File: config.mk
export PLATFORM = sky130hd
export DESIGN_NAME = saph_fpu_addsub_flat
export DESIGN_NICKNAME = d
export VERILOG_FILES = /design/src/rtl/saph_fpu_addsub_pkg.sv /design/src/rtl/saph_fpi.sv /design/src/rtl/saph_fpu_lzc.sv /design/src/rtl/saph_fpu_addsub.sv /design/src/flat_wrapper.sv
export SDC_FILE = /design/constraint.sdc
export NUM_CORES = 1
export LEC_CHECK = 0
export CAP_MARGIN = 20
export CORE_ASPECT_RATIO = 1.75
export CORE_MARGIN = 2
export CORE_UTILIZATION = 45
export DETAILED_ROUTE_END_ITERATION = 6
export SYNTH_ARGS = -nofsm -noshare
export SYNTH_HDL_FRONTEND = slang
export SYNTH_SLANG_ARGS = --single-unit
File: constraint.sdc
create_clock -name clk -period 19.1 [get_ports clk]
set_clock_uncertainty 0.2 [all_clocks]
set_input_delay 3.82 -clock clk [delete_from_list [all_inputs] [get_ports clk]]
set_output_delay 3.82 -clock clk [all_outputs]
set_load 0.03 [all_outputs]
File: src/rtl/saph_fpu_addsub_pkg.sv
// Shared FPU cluster types and constants for the saph_fpi link.
package saph_fpu_addsub_pkg;

  localparam int unsigned MODE_W = 4;
  localparam int unsigned MANT_W = 24;
  localparam int unsigned EXT_W  = 27;
  localparam int unsigned SUM_W  = 28;
  localparam int unsigned LZC_W  = 5;
  localparam int unsigned EXPN_W = 10;

  typedef logic [31:0]       float;
  typedef logic [MODE_W-1:0] fpu_mode_t;

  localparam fpu_mode_t SAPH_FPU_FADD   = 4'h0;
  localparam fpu_mode_t SAPH_FPU_FSUB   = 4'h1;
  localparam float      SAPH_FLOAT_QNAN = 32'h7FC00000;

endpackage

File: src/rtl/saph_fpi.sv
// Request/result link between a GPU-side initiator and one FPU unit.
interface saph_fpi
  import saph_fpu_addsub_pkg::*;
#(
  parameter int unsigned latency = 2
);
  logic      d_trig;
  float      d_lhs;
  float      d_rhs;
  fpu_mode_t d_mode;
  logic      d_ready;
  float      q_res;

  modport FPU (input d_trig, d_lhs, d_rhs, d_mode, output d_ready, q_res);
  modport GPU (output d_trig, d_lhs, d_rhs, d_mode, input d_ready, q_res);
endinterface

File: src/rtl/saph_fpu_lzc.sv
// Combinational leading-zero counter; an all-zero input yields W.
module saph_fpu_lzc
  import saph_fpu_addsub_pkg::*;
#(
  parameter int unsigned W  = SUM_W,
  parameter int unsigned CW = LZC_W
) (
  input  logic [W-1:0]  a,
  output logic [CW-1:0] cnt
);
  always_comb begin
    cnt = CW'(W);
    for (int unsigned i = 0; i < W; i++) begin
      if (a[i]) cnt = CW'(W - 1 - i);
    end
  end
endmodule

File: src/rtl/saph_fpu_addsub.sv
// Pipelined binary32 FADD/FSUB: align+add, normalise+round, optional delay, output register.
module saph_fpu_addsub
  import saph_fpu_addsub_pkg::*;
#(
  parameter int unsigned latency = 2
) (
  input logic  clk,
  input logic  rst,
  saph_fpi.FPU fpi
);
  localparam int unsigned RND_W = EXPN_W + 23;

  typedef struct packed {
    logic             valid;
    logic             sign;
    logic [7:0]       exp;
    logic [SUM_W-1:0] sum;
    logic             byp;
    float             byp_res;
  } s1_t;

  typedef struct packed {
    logic valid;
    float res;
  } out_t;

  if (latency < 2) begin : g_bad_latency
    $error("saph_fpu_addsub: latency %0d is below 2", latency);
  end
  if (latency != fpi.latency) begin : g_latency_mismatch
    $error("saph_fpu_addsub: latency %0d differs from link latency", latency);
  end

  logic              accept;
  logic              sa, sb, a_zero, b_zero, a_inf, b_inf, a_nan, b_nan;
  logic              swap, s_big, s_small;
  logic [7:0]        ea, eb, e_big, e_small, e_diff;
  logic [MANT_W-1:0] ma, mb, m_big, m_small;
  logic [EXT_W-1:0]  ext_small, shifted, lost_mask, aligned;
  s1_t               s1_n, s1_q;

  assign fpi.d_ready = !rst && (fpi.d_mode == SAPH_FPU_FADD || fpi.d_mode == SAPH_FPU_FSUB);
  assign accept      = fpi.d_trig && fpi.d_ready;

  // Unpack; a zero exponent field (zero or denormal) is treated as signed zero.
  always_comb begin
    sa     = fpi.d_lhs[31];
    sb     = fpi.d_rhs[31] ^ (fpi.d_mode == SAPH_FPU_FSUB);
    ea     = fpi.d_lhs[30:23];
    eb     = fpi.d_rhs[30:23];
    ma     = {1'b1, fpi.d_lhs[22:0]};
    mb     = {1'b1, fpi.d_rhs[22:0]};
    a_zero = (ea == 8'd0);
    b_zero = (eb == 8'd0);
    a_inf  = (ea == 8'hFF) && (fpi.d_lhs[22:0] == 23'd0);
    b_inf  = (eb == 8'hFF) && (fpi.d_rhs[22:0] == 23'd0);
    a_nan  = (ea == 8'hFF) && (fpi.d_lhs[22:0] != 23'd0);
    b_nan  = (eb == 8'hFF) && (fpi.d_rhs[22:0] != 23'd0);
  end

  // Order by magnitude and align the smaller operand with a sticky lsb.
  always_comb begin
    swap      = (eb > ea) || ((eb == ea) && (mb > ma));
    s_big     = swap ? sb : sa;
    s_small   = swap ? sa : sb;
    e_big     = swap ? eb : ea;
    e_small   = swap ? ea : eb;
    m_big     = swap ? mb : ma;
    m_small   = swap ? ma : mb;
    e_diff    = e_big - e_small;
    ext_small = {m_small, 3'b000};
    shifted   = '0;
    lost_mask = '0;
    aligned   = EXT_W'(1);
    if (e_diff < 8'(EXT_W)) begin
      shifted   = ext_small >> e_diff;
      lost_mask = (EXT_W'(1) << e_diff) - EXT_W'(1);
      aligned   = shifted | EXT_W'(|(ext_small & lost_mask));
    end
  end

  always_comb begin
    s1_n       = '0;
    s1_n.valid = accept;
    s1_n.sign  = s_big;
    s1_n.exp   = e_big;
    if (s_big ^ s_small) s1_n.sum = {1'b0, m_big, 3'b000} - {1'b0, aligned};
    else                 s1_n.sum = {1'b0, m_big, 3'b000} + {1'b0, aligned};
    s1_n.byp = 1'b1;
    if (a_nan || b_nan || (a_inf && b_inf && (sa != sb))) s1_n.byp_res = SAPH_FLOAT_QNAN;
    else if (a_inf)             s1_n.byp_res = {sa, 8'hFF, 23'd0};
    else if (b_inf)             s1_n.byp_res = {sb, 8'hFF, 23'd0};
    else if (a_zero && b_zero)  s1_n.byp_res = {sa & sb, 31'd0};
    else if (a_zero)            s1_n.byp_res = {sb, fpi.d_rhs[30:0]};
    else if (b_zero)            s1_n.byp_res = fpi.d_lhs;
    else                        s1_n.byp     = 1'b0;
  end

  always_ff @(posedge clk) begin
    if (rst) s1_q <= '0;
    else     s1_q <= s1_n;
  end

  logic [LZC_W-1:0]  lz, sh;
  logic              carry, inc;
  logic [EXT_W-1:0]  norm;
  logic [EXPN_W-1:0] e_norm, e_rnd;
  logic [RND_W-1:0]  rnd;
  float              res2;
  out_t              s2, tail;

  saph_fpu_lzc #(.W(SUM_W), .CW(LZC_W)) u_lzc (.a(s1_q.sum), .cnt(lz));

  // Normalise, round to nearest even; the rounding carry ripples into the exponent.
  always_comb begin
    carry = s1_q.sum[SUM_W-1];
    sh    = lz - LZC_W'(1);
    if (carry) begin
      norm   = {s1_q.sum[SUM_W-1:2], |s1_q.sum[1:0]};
      e_norm = EXPN_W'(s1_q.exp) + EXPN_W'(1);
    end else begin
      norm   = EXT_W'(s1_q.sum << sh);
      e_norm = EXPN_W'(s1_q.exp) - EXPN_W'(sh);
    end
    inc   = norm[2] && (norm[1] || norm[0] || norm[3]);
    rnd   = {e_norm, norm[25:3]} + RND_W'(inc);
    e_rnd = rnd[RND_W-1:23];
    res2  = {s1_q.sign, e_rnd[7:0], rnd[22:0]};
    if (!norm[EXT_W-1])                         res2 = '0;
    else if (e_rnd[EXPN_W-1] || e_rnd == '0)    res2 = {s1_q.sign, 31'd0};
    else if (e_rnd >= EXPN_W'(255))             res2 = {s1_q.sign, 8'hFF, 23'd0};
    if (s1_q.byp) res2 = s1_q.byp_res;
    s2.valid = s1_q.valid;
    s2.res   = res2;
  end

  if (latency > 2) begin : g_delay
    out_t dly [latency-2];
    always_ff @(posedge clk) begin
      if (rst) begin
        for (int unsigned i = 0; i < latency - 2; i++) dly[i] <= '0;
      end else begin
        dly[0] <= s2;
        for (int unsigned i = 1; i < latency - 2; i++) dly[i] <= dly[i-1];
      end
    end
    assign tail = dly[latency-3];
  end else begin : g_no_delay
    assign tail = s2;
  end

  float q_res_r;
  always_ff @(posedge clk) begin
    if (rst)             q_res_r <= '0;
    else if (tail.valid) q_res_r <= tail.res;
  end
  assign fpi.q_res = q_res_r;

endmodule

File: src/flat_wrapper.sv
// flat-port wrapper written by rule: the top's interface ports become plain ports
module saph_fpu_addsub_flat import saph_fpu_addsub_pkg::*;
#(
  parameter int unsigned latency = 2
)
  (clk, rst, fpi_d_trig, fpi_d_lhs, fpi_d_rhs, fpi_d_mode, fpi_d_ready, fpi_q_res);
  saph_fpi #(.latency(latency)) fpi_i ();
  input logic clk;
  input logic rst;
  input wire logic [$bits(fpi_i.d_trig)-1:0] fpi_d_trig;
  input wire logic [$bits(fpi_i.d_lhs)-1:0] fpi_d_lhs;
  input wire logic [$bits(fpi_i.d_rhs)-1:0] fpi_d_rhs;
  input wire logic [$bits(fpi_i.d_mode)-1:0] fpi_d_mode;
  output wire logic [$bits(fpi_i.d_ready)-1:0] fpi_d_ready;
  output wire logic [$bits(fpi_i.q_res)-1:0] fpi_q_res;
  assign fpi_i.d_trig = fpi_d_trig;
  assign fpi_i.d_lhs = fpi_d_lhs;
  assign fpi_i.d_rhs = fpi_d_rhs;
  assign fpi_i.d_mode = fpi_d_mode;
  assign fpi_d_ready = fpi_i.d_ready;
  assign fpi_q_res = fpi_i.q_res;
  saph_fpu_addsub #(.latency(latency)) u_core (.clk(clk), .rst(rst), .fpi(fpi_i));
endmodule
### Word-level counts from Yosys, hierarchy flattened

Index checks and enable logic that the tools add are counted.

* flip-flop bits (word level): 103
* latch bits: 0
* bits in writable memories: 0
* ROM bits: 0
* input port bits: 71
* output and inout bits: 33
* logic and storage cells: 119
* memories kept: 0

* $add $sub $neg: 8
* multipliers: 0
* div/mod/pow operators: 0
* order comparisons: 4
* equality and inequality tests: 5
* shift-type cells: 3
* mux-type cells: 54
* bitwise gates (word level): 5
* reductions and logical operators: 31

Operator list (number)
* $mux W32: 7
* $mux W5: 27
* $mux W31: 3
* $mux W27: 2
* $logic_not A23 Y1: 2
* $mux W23: 2
* $reduce_bool A23 Y1: 2
* $add A33 B1 Y33: 1
* $add A27 B27 Y28: 1
* $mux W28: 1
* $shl A28 B5 Y27: 1
* $sub A27 B27 Y28: 1
* $and A27 B27 Y27: 1
* $or A27 B1 Y27: 1
* $reduce_or A27 Y1: 1
* $shl A1 B8 Y27 const A: 1
* $shr A27 B8 Y27: 1
* $sub A27 B2 Y27 const B: 1
* $gt A24 B24 Y1: 1
* $eq A8 B8 Y1 const B: 2
* $logic_not A8 Y1: 2
* $mux W8: 2
* $logic_and A1 B1 Y1: 11
* $ge A10 B8 Y1 const B: 1
* other kinds (20): 35

### Logic depth before layout (Yosys ltp)

Gate-level depths: netlist of run 1.

* depth after elaboration: 40
* mapped depth: 45
* mapped depth without buffers: 39

### Cells and area by module

From an unflattened synthesis of run 1, not the netlist that was laid out.

* cell total of the unflattened synthesis: 1849
* area, all modules: 13550.5 um2

Modules (own cells, without submodules)
* saph_fpu_addsub: instances 1, cells each 1789, area each 13213.9 um2, seq. area each 2062.0 um2
* saph_fpu_lzc: instances 1, cells each 60, area each 336.6 um2, seq. area each 0.0 um2

### Worst setup path after synthesis of run 1

No wires, ideal clock.

* path kind: input to register
* start point: input fpi_d_lhs[29]
* end point: register u_core.s1_q[59] (netlist name)
* arrival time: 12061 ps
* setup slack: 6717 ps
* cell stages on the path: 43
* buffers on the path: 7
* cells stage by stage: inv_1 ha_1 buf_2 and4_1 and4_1 nor2_2 nor3_1 a21oi_2 buf_6 clkbuf_1 clkbuf_1 a21oi_1 ha_1 nand2b_1 a211o_1 o31ai_4 xor2_4 buf_8 [7 not listed] ha_1 nor2b_1 o21ai_0 a21oi_1 o21ai_0 a21oi_1 o21ai_0 a21oi_1 o21bai_1 nand2_1 a31oi_1 o41ai_1 o41a_1 a221oi_1 o31ai_1 a2111o_1 a311o_1 a311o_1

* cells in the longest elaborated chain, start to end: 13
* elaborated cells on any way between the ends: 23
* those cells by class: 4 x add/sub; 2 x order compare; 1 x eq/ne; 2 x shift; 8 x mux; 3 x bitwise; 3 x reduce/logical

Ends and longest elaborated chain
* start: declaration: line flat_wrapper.sv:11 `input wire logic [$bits(fpi_i.d_lhs)-1:0] fpi_d_lhs;`
* parallel branches: the longest is 12 deep, another holds $add A27 B27 Y28
* $mux W28 *: line saph_fpu_addsub.sv:87 `if (s_big ^ s_small) s1_n.sum = {1'b0, m_big, 3'b000} - {1'b0, aligned};`
* end signal: assignment: line saph_fpu_addsub.sv:101 `else s1_q <= s1_n;`
* end: declaration: line saph_fpu_addsub.sv:40 `s1_t s1_n, s1_q;`

Every way passes the cells marked *.
A chain may end at the register's enable or synchronous reset.

### Final worst setup path of run 1

* start point: input fpi_d_rhs[23]
* end point: register u_core.s1_q[59] (netlist name)

* cells in the longest elaborated chain, start to end: 13
* elaborated cells on any way between the ends: 23
* those cells by class: 4 x add/sub; 2 x order compare; 1 x eq/ne; 2 x shift; 8 x mux; 3 x bitwise; 3 x reduce/logical

Ends and longest elaborated chain
* start: declaration: line flat_wrapper.sv:12 `input wire logic [$bits(fpi_i.d_rhs)-1:0] fpi_d_rhs;`
* parallel branches: the longest is 12 deep, another holds $add A27 B27 Y28
* $mux W28 *: line saph_fpu_addsub.sv:87

Marked as above.

==> results_dict.tcl, run 1 <==
set metrics [dict create \
    status "complete, no violations" \
    synth_largest_area_cell "dfxtp_1" \
    dp_hpwl_um 46700 \
    period_needed_ns 13.96 \
    clk_latency_ns 0.37 \
    start_kind "primary input" \
    synth_fa_ha_area_share_pct 8.36 \
    cap_violations 0 \
    drv_slew 0 \
    cp_common_cell "a21oi_1" \
    critical-path-max-stage-delay_ns 0.91 \
    ys_top_cells_by_count "nand2_1 (239), nor2_1 (175), a21oi_1 (139)" \
    die_y_um 234 \
    synth_top_area_share_pct 15.1 \
    hold_viol 0 \
    yosys_most_used_dff "dfxtp_1" \
    place_congestion 1.12 \
    worstPathRequired_ns 19.15 \
    synth.most_common_cell "nand2_1" \
    wl_um 59100 \
    initial_utilization_pct 45.5 \
    path_class "primary input to register" \
    ctsHtreeMaxLevel 3 \
    clockBufferDepth 2 \
    ant_nets 0 \
    netlist_area_sq_um 13600 \
    yosysUniqueCellTypes 116 \
    final_nets 2082 \
    p_leak_uw 0.00615 \
    cts_tree "done" \
    tightestPinTransition_ns 1.14 \
    antenna_found_initial 2 \
    yosys_warnings 0 \
    synth_nets 2054 \
    yosys.area_share.simple_pct 25.8 \
    pin_count 104 \
    async_flop_share_pct 0 \
    route.detailed.drc 0 \
    ys_top_cells_by_area "dfxtp_1 (15%), ha_1 (8.0%), mux2i_1 (7.3%)" \
    die_area_sq_um 31700 \
    clock_sinks 103 \
    postCtsHoldBufs 0 \
    hold_class "register to register" \
    multi_input_area_sq_um 10600 \
    synth_cells 1894 \
    cts_root_buffer "clkbuf_16" \
    critical_path_arrival_ns 14.01 \
    grt_pass1_vias 14457 \
    setup_tns_ns 0 \
    max_freq_mhz 71.7 \
    synthXorXnorAreaFrac_pct 4.02 \
    core_sq_um 30000 \
    cts_made_buffers 9 \
    fillerInstances 3129 \
    vias 15025 \
    path_max_fanout 73 \
    utilization_pct 50.4 \
    drt_iter0_drc 1213 \
    post_cts_buffers 0 \
    post-route-period-util_pct 73.1 \
    grt_start_max_net_pins 74 \
    slew_headroom_pct 23.1 \
    ir_drop_mv 0.164 \
    routedWlPerCell_um 25.5 \
    row_count 84 \
    yosysSeqAreaShare_pct 15.1 \
    seq_area_sq_um 2060 \
    syn2layout_area_growth_pct 10.9 \
    synth-compound-area-share_pct 28.1 \
    ctsResizeCount 0 \
    synth_top_family_by_area "compound AO/OA/AOI/OAI gates" \
    grt_first_pass_wirelength_um 88300 \
    avgViaCountPerCell 6.49 \
    cp-end-kind "register" \
    clkTransAtPathRegs_ns 0.08 \
    port-buffer-count 103 \
    grt_usage_pct 37.0 \
    synth_enable_flop_cells 0 \
    rsz0062_at_grt "false" \
    synth-seq-cells 103 \
    finalSetupViolations 0 \
    grt_overflow_total 0 \
    synth.area.mux_share_pct 11.2 \
    crit_path_top_delay_cell "ha_1" \
    die_w_um 136 \
    dr.pass1.iters 6 \
    avgSynthCellArea_sq_um 7.19 \
    final_layout_size_suffix_gt1_share_pct 6.75 \
    powerDensity_nw_per_um2 124 \
]
-- path summary, 6_finish.rpt --
check,slack [ns],from,cells after the start,end
worst min-delay path,0.27,u_core.s1_q[5],2,u_core.fpi.q_res[5]
worst max-delay path,5.14,fpi_d_rhs[23],37,u_core.s1_q[59]
worst min register to register,0.27,u_core.s1_q[5],2,u_core.fpi.q_res[5]
worst max register to register,10.47,u_core.s1_q[34],25,u_core.fpi.q_res[15]
-- metrics by stage --
stage                     hold slack (ns)  cells  total power [uW]  setup WS, ns  instance area (sq um)
after floorplan                     0.252   1894              1260          6.72                  13600
after global placement              0.262   2297              1640          5.25                  14800
after detailed placement            0.272   2297              1640          4.98                  14800
after CTS                           0.274   2313              1830          5.35                  15100
after global routing                0.288   2315              1980          4.54                  15100
final                               0.274   2315              1880          5.14                  15100
-- registers in the layout, indices dropped and copies added (netlist names) --
register and flops:
u_core.fpi.q_res 32, u_core.s1_q 70, u_core.carry 1
-- cells by family (layout without fill, tap and decap cells) --
group	count (synthesis)	in the layout
AO/OA/AOI/OAI	561	561
AND/OR/NAND/NOR	733	733
flip-flops	103	103
other	0	1
buffers and inverters	219	252
adder cells (fa/ha/maj)	90	90
XOR/XNOR	58	58
multiplexers	130	130
-- routing by layer --
layer,track usage [%],vias up,routed length (um)
met3,4.93,203,3110
met4,27.3,2,5180
met2,66.1,682,29500
li1,-,7004,-
met5,0,-,15
met1,39.3,7134,21300
-- layout make-up --
| class | instances | share of cell area (%) |
|---|---|---|
| antenna | 1 | 0.0166 |
| multi-input combinational | 1572 | 70.2 |
| sequential | 103 | 13.7 |
| inverter | 101 | 2.51 |
| clock buffer | 10 | 1.58 |
| tap | 387 | 3.21 |
| timing repair buffer | 135 | 8.41 |
| clock inverter | 6 | 0.414 |
-- cells in the final DEF, fill, tap and decap left out, drive strengths merged, types with 8 or more instances in the layout --
| cell | instances |
|---|---|
| nand2 | 240 |
| nor2 | 177 |
| a21oi | 140 |
| o21ai | 115 |
| dfxtp | 103 |
| inv | 103 |
| clkdlybuf4s50 | 102 |
| mux2i | 99 |
| ha | 87 |
| nand3 | 59 |
| nor3 | 54 |
| nor2b | 34 |
| xnor2 | 34 |
| o211ai | 33 |
| buf | 33 |
| nor4 | 33 |
| a21o | 26 |
| nand4 | 26 |
| a211oi | 26 |
| o21a | 24 |
| xor2 | 23 |
| a31oi | 22 |
| or3 | 21 |
| o31ai | 18 |
| o32ai | 17 |
| and2 | 16 |
| mux4 | 16 |
| or2 | 16 |
| and3 | 15 |
| nand2b | 15 |
| mux2 | 15 |
| o22ai | 13 |
| o21bai | 12 |
| a22oi | 10 |
| clkbuf | 10 |
| a32oi | 8 |
| o221ai | 8 |
| o2111ai | 8 |
-- critical path, delay by kind of cell --
family | cells | cell delay, ns
buffers and inverters | 3 | 1.26
AND/OR/NAND/NOR | 5 | 0.81
adder cells (fa/ha/maj) | 3 | 1.61
multiplexers | 1 | 0.40
AO/OA/AOI/OAI | 25 | 6.09
-- where the power goes --
group	internal, uW	switching [uW]
Sequential	232	40.2
Clock	95.5	93.2
Combinational	492	925
Note: power is estimated with default switching activity, not from simulation.
==> run 2, diff against run 1 <==
Clock period 19.1 ns to 13.86 ns, I/O delays scaled along.
==> run 2 against run 1 <==
  * Largest power group unchanged
  * Final cell count increased by 0.22%
  * Non-clock buffer count up 6
  * Clock-buffer cell count is 1 higher
  * Core utilization up 0.22 points
  * Critical path type unchanged
  * First-iteration DRC count fell by 2.1%
==> results_dict.tcl, run 2 (same netlist as run 1, synthesis figures left out) <==
set metrics [dict create \
    ctsResizeCount 0 \
    ant_nets 0 \
    grt_overflow_total 0 \
    cts_tree "done" \
    worstPathRequired_ns 13.92 \
    grt_usage_pct 35.3 \
    p_leak_uw 0.00620 \
    path_class "primary input to register" \
    hold_viol 0 \
    ir_drop_mv 0.158 \
    status "complete, no violations" \
    slew_headroom_pct 29.7 \
    clkPwrFrac_pct 10.7 \
    critical-path-max-stage-delay_ns 0.85 \
    final_common_cell "nand2_1" \
    row_count 84 \
    path_max_fanout 25 \
    post-route-period-util_pct 87.1 \
    p_sw_uw 1430 \
    core_sq_um 30000 \
    crit_path_top_delay_cell "ha_1" \
    largest_reg_flops 70 \
    postCtsHoldBufs 0 \
    grt_start_max_net_pins 73 \
    regMostFlops "u_core.s1_q" \
    ctsHtreeMaxLevel 3 \
    powerDensity_nw_per_um2 171 \
    pin_count 104 \
    p_comb_share_pct 74.9 \
    final_nets 2088 \
    vias 14967 \
    die_w_um 136 \
    finalSetupViolations 0 \
    die_y_um 234 \
    setup_tns_ns 0 \
    die_area_sq_um 31700 \
    route.detailed.drc 0 \
    cts_root_buffer "clkbuf_16" \
    place_congestion 1.01 \
    clk_latency_ns 0.37 \
    drt_iter0_drc 1187 \
    drv_slew 0 \
    antenna_found_initial 0 \
    antenna-diode-count 0 \
    post_cts_buffers 0 \
    hold_class "register to register" \
    initial_utilization_pct 45.5 \
    mostFrequentLayoutCells "nand2_1 (239), nor2_1 (174), a21oi_1 (139)" \
    start_kind "primary input" \
    pwr-share-seq_pct 14.4 \
    dp_hpwl_um 46000 \
    clock_sinks 103 \
    cap_violations 0 \
    clockBufferDepth 2 \
    hold_ws_ns 0.274 \
    avgViaCountPerCell 6.45 \
    syn2layout_area_growth_pct 11.3 \
    critical_path_arrival_ns 12.13 \
    swShare_pct 55.3 \
    period_needed_ns 12.08 \
    grt_pass1_vias 14403 \
    final_layout_size_suffix_gt1_share_pct 7.04 \
    cts_made_buffers 9 \
    grt_first_pass_wirelength_um 85000 \
    cp_common_cell "ha_1" \
    rsz0062_at_grt "false" \
    p_int_uw 1160 \
    cp-end-kind "register" \
    dr.pass1.iters 7 \
    clkTransAtPathRegs_ns 0.08 \
    max_freq_mhz 82.8 \
    port-buffer-count 103 \
    routedWlPerCell_um 24.4 \
    wl_um 56600 \
    tightestPinTransition_ns 1.03 \
]
-- run 2: cell count changes in the layout (fill, tap and decap cells not counted), sizes merged --
cell / change
buf: +6
bufinv: +1
clkbuf: +1
clkinv: +1
clkinvlp: -2
diode: -1
inv: -1
-- run 2: final timing paths --
path,startpoint,end,slack (ns),cells after the start
worst max-delay path,fpi_d_rhs[23],u_core.s1_q[59],1.78,32
worst min-delay path,u_core.s1_q[4],u_core.fpi.q_res[4],0.27,2
worst max register to register,u_core.s1_q[34],u_core.fpi.q_res[15],5.54,26
worst min register to register,u_core.s1_q[4],u_core.fpi.q_res[4],0.27,2
-- run 2: routing by layer --
metal / track usage (%) / vias up / wire length (um)
met5: 0 / - / 0
met4: 27.4 / 0 / 5210
met3: 3.48 / 231 / 2760
met2: 64.5 / 682 / 28700
met1: 36.5 / 7042 / 20000
li1: - / 7012 / -
-- run 2: worst max-delay path: cells and delay by family --
kind	cells	cell delay (ns)
xor gates and xnor gates	1	0.77
and+or+nand+nor	6	1.74
buffers and inverters	4	1.09
AOI/OAI and AO/OA	18	4.15
adders and majority gates	3	1.58
-- run 2: power by group through the flow --
stage / sequential, uW / combinational, uW / clock [uW]
after floorplan: 353 / 1380 / 0
after global placement: 377 / 1880 / 0
after detailed placement: 377 / 1880 / 0
after CTS: 370 / 1890 / 282
after global routing: 375 / 2070 / 289
final: 373 / 1940 / 277
-- run 2: area by class of cell --
type / instances / area, sq um
fill: 3046 / 14800
multi-input combinational: 1572 / 10600
sequential: 103 / 2060
timing repair buffer: 141 / 1310
tap: 387 / 484
inverter: 101 / 379
clock buffer: 11 / 253
clock inverter: 5 / 75.1
-- run 2: stage by stage --
stage | setup slack [ns] | std cells | instance area [sq um] | utilization [%] | total power (uW)
6_report | 1.78 | 2320 | 15200 | 50.6 | 2590
5_1_grt | 1.19 | 2320 | 15200 | 50.6 | 2740
4_1_cts | 1.98 | 2319 | 15200 | 50.6 | 2540
3_5_place_dp | 1.61 | 2303 | 14800 | 49.5 | 2260
3_3_place_gp | 1.80 | 2302 | 14800 | 49.5 | 2260
2_1_floorplan | 2.53 | 1894 | 13600 | - | 1730
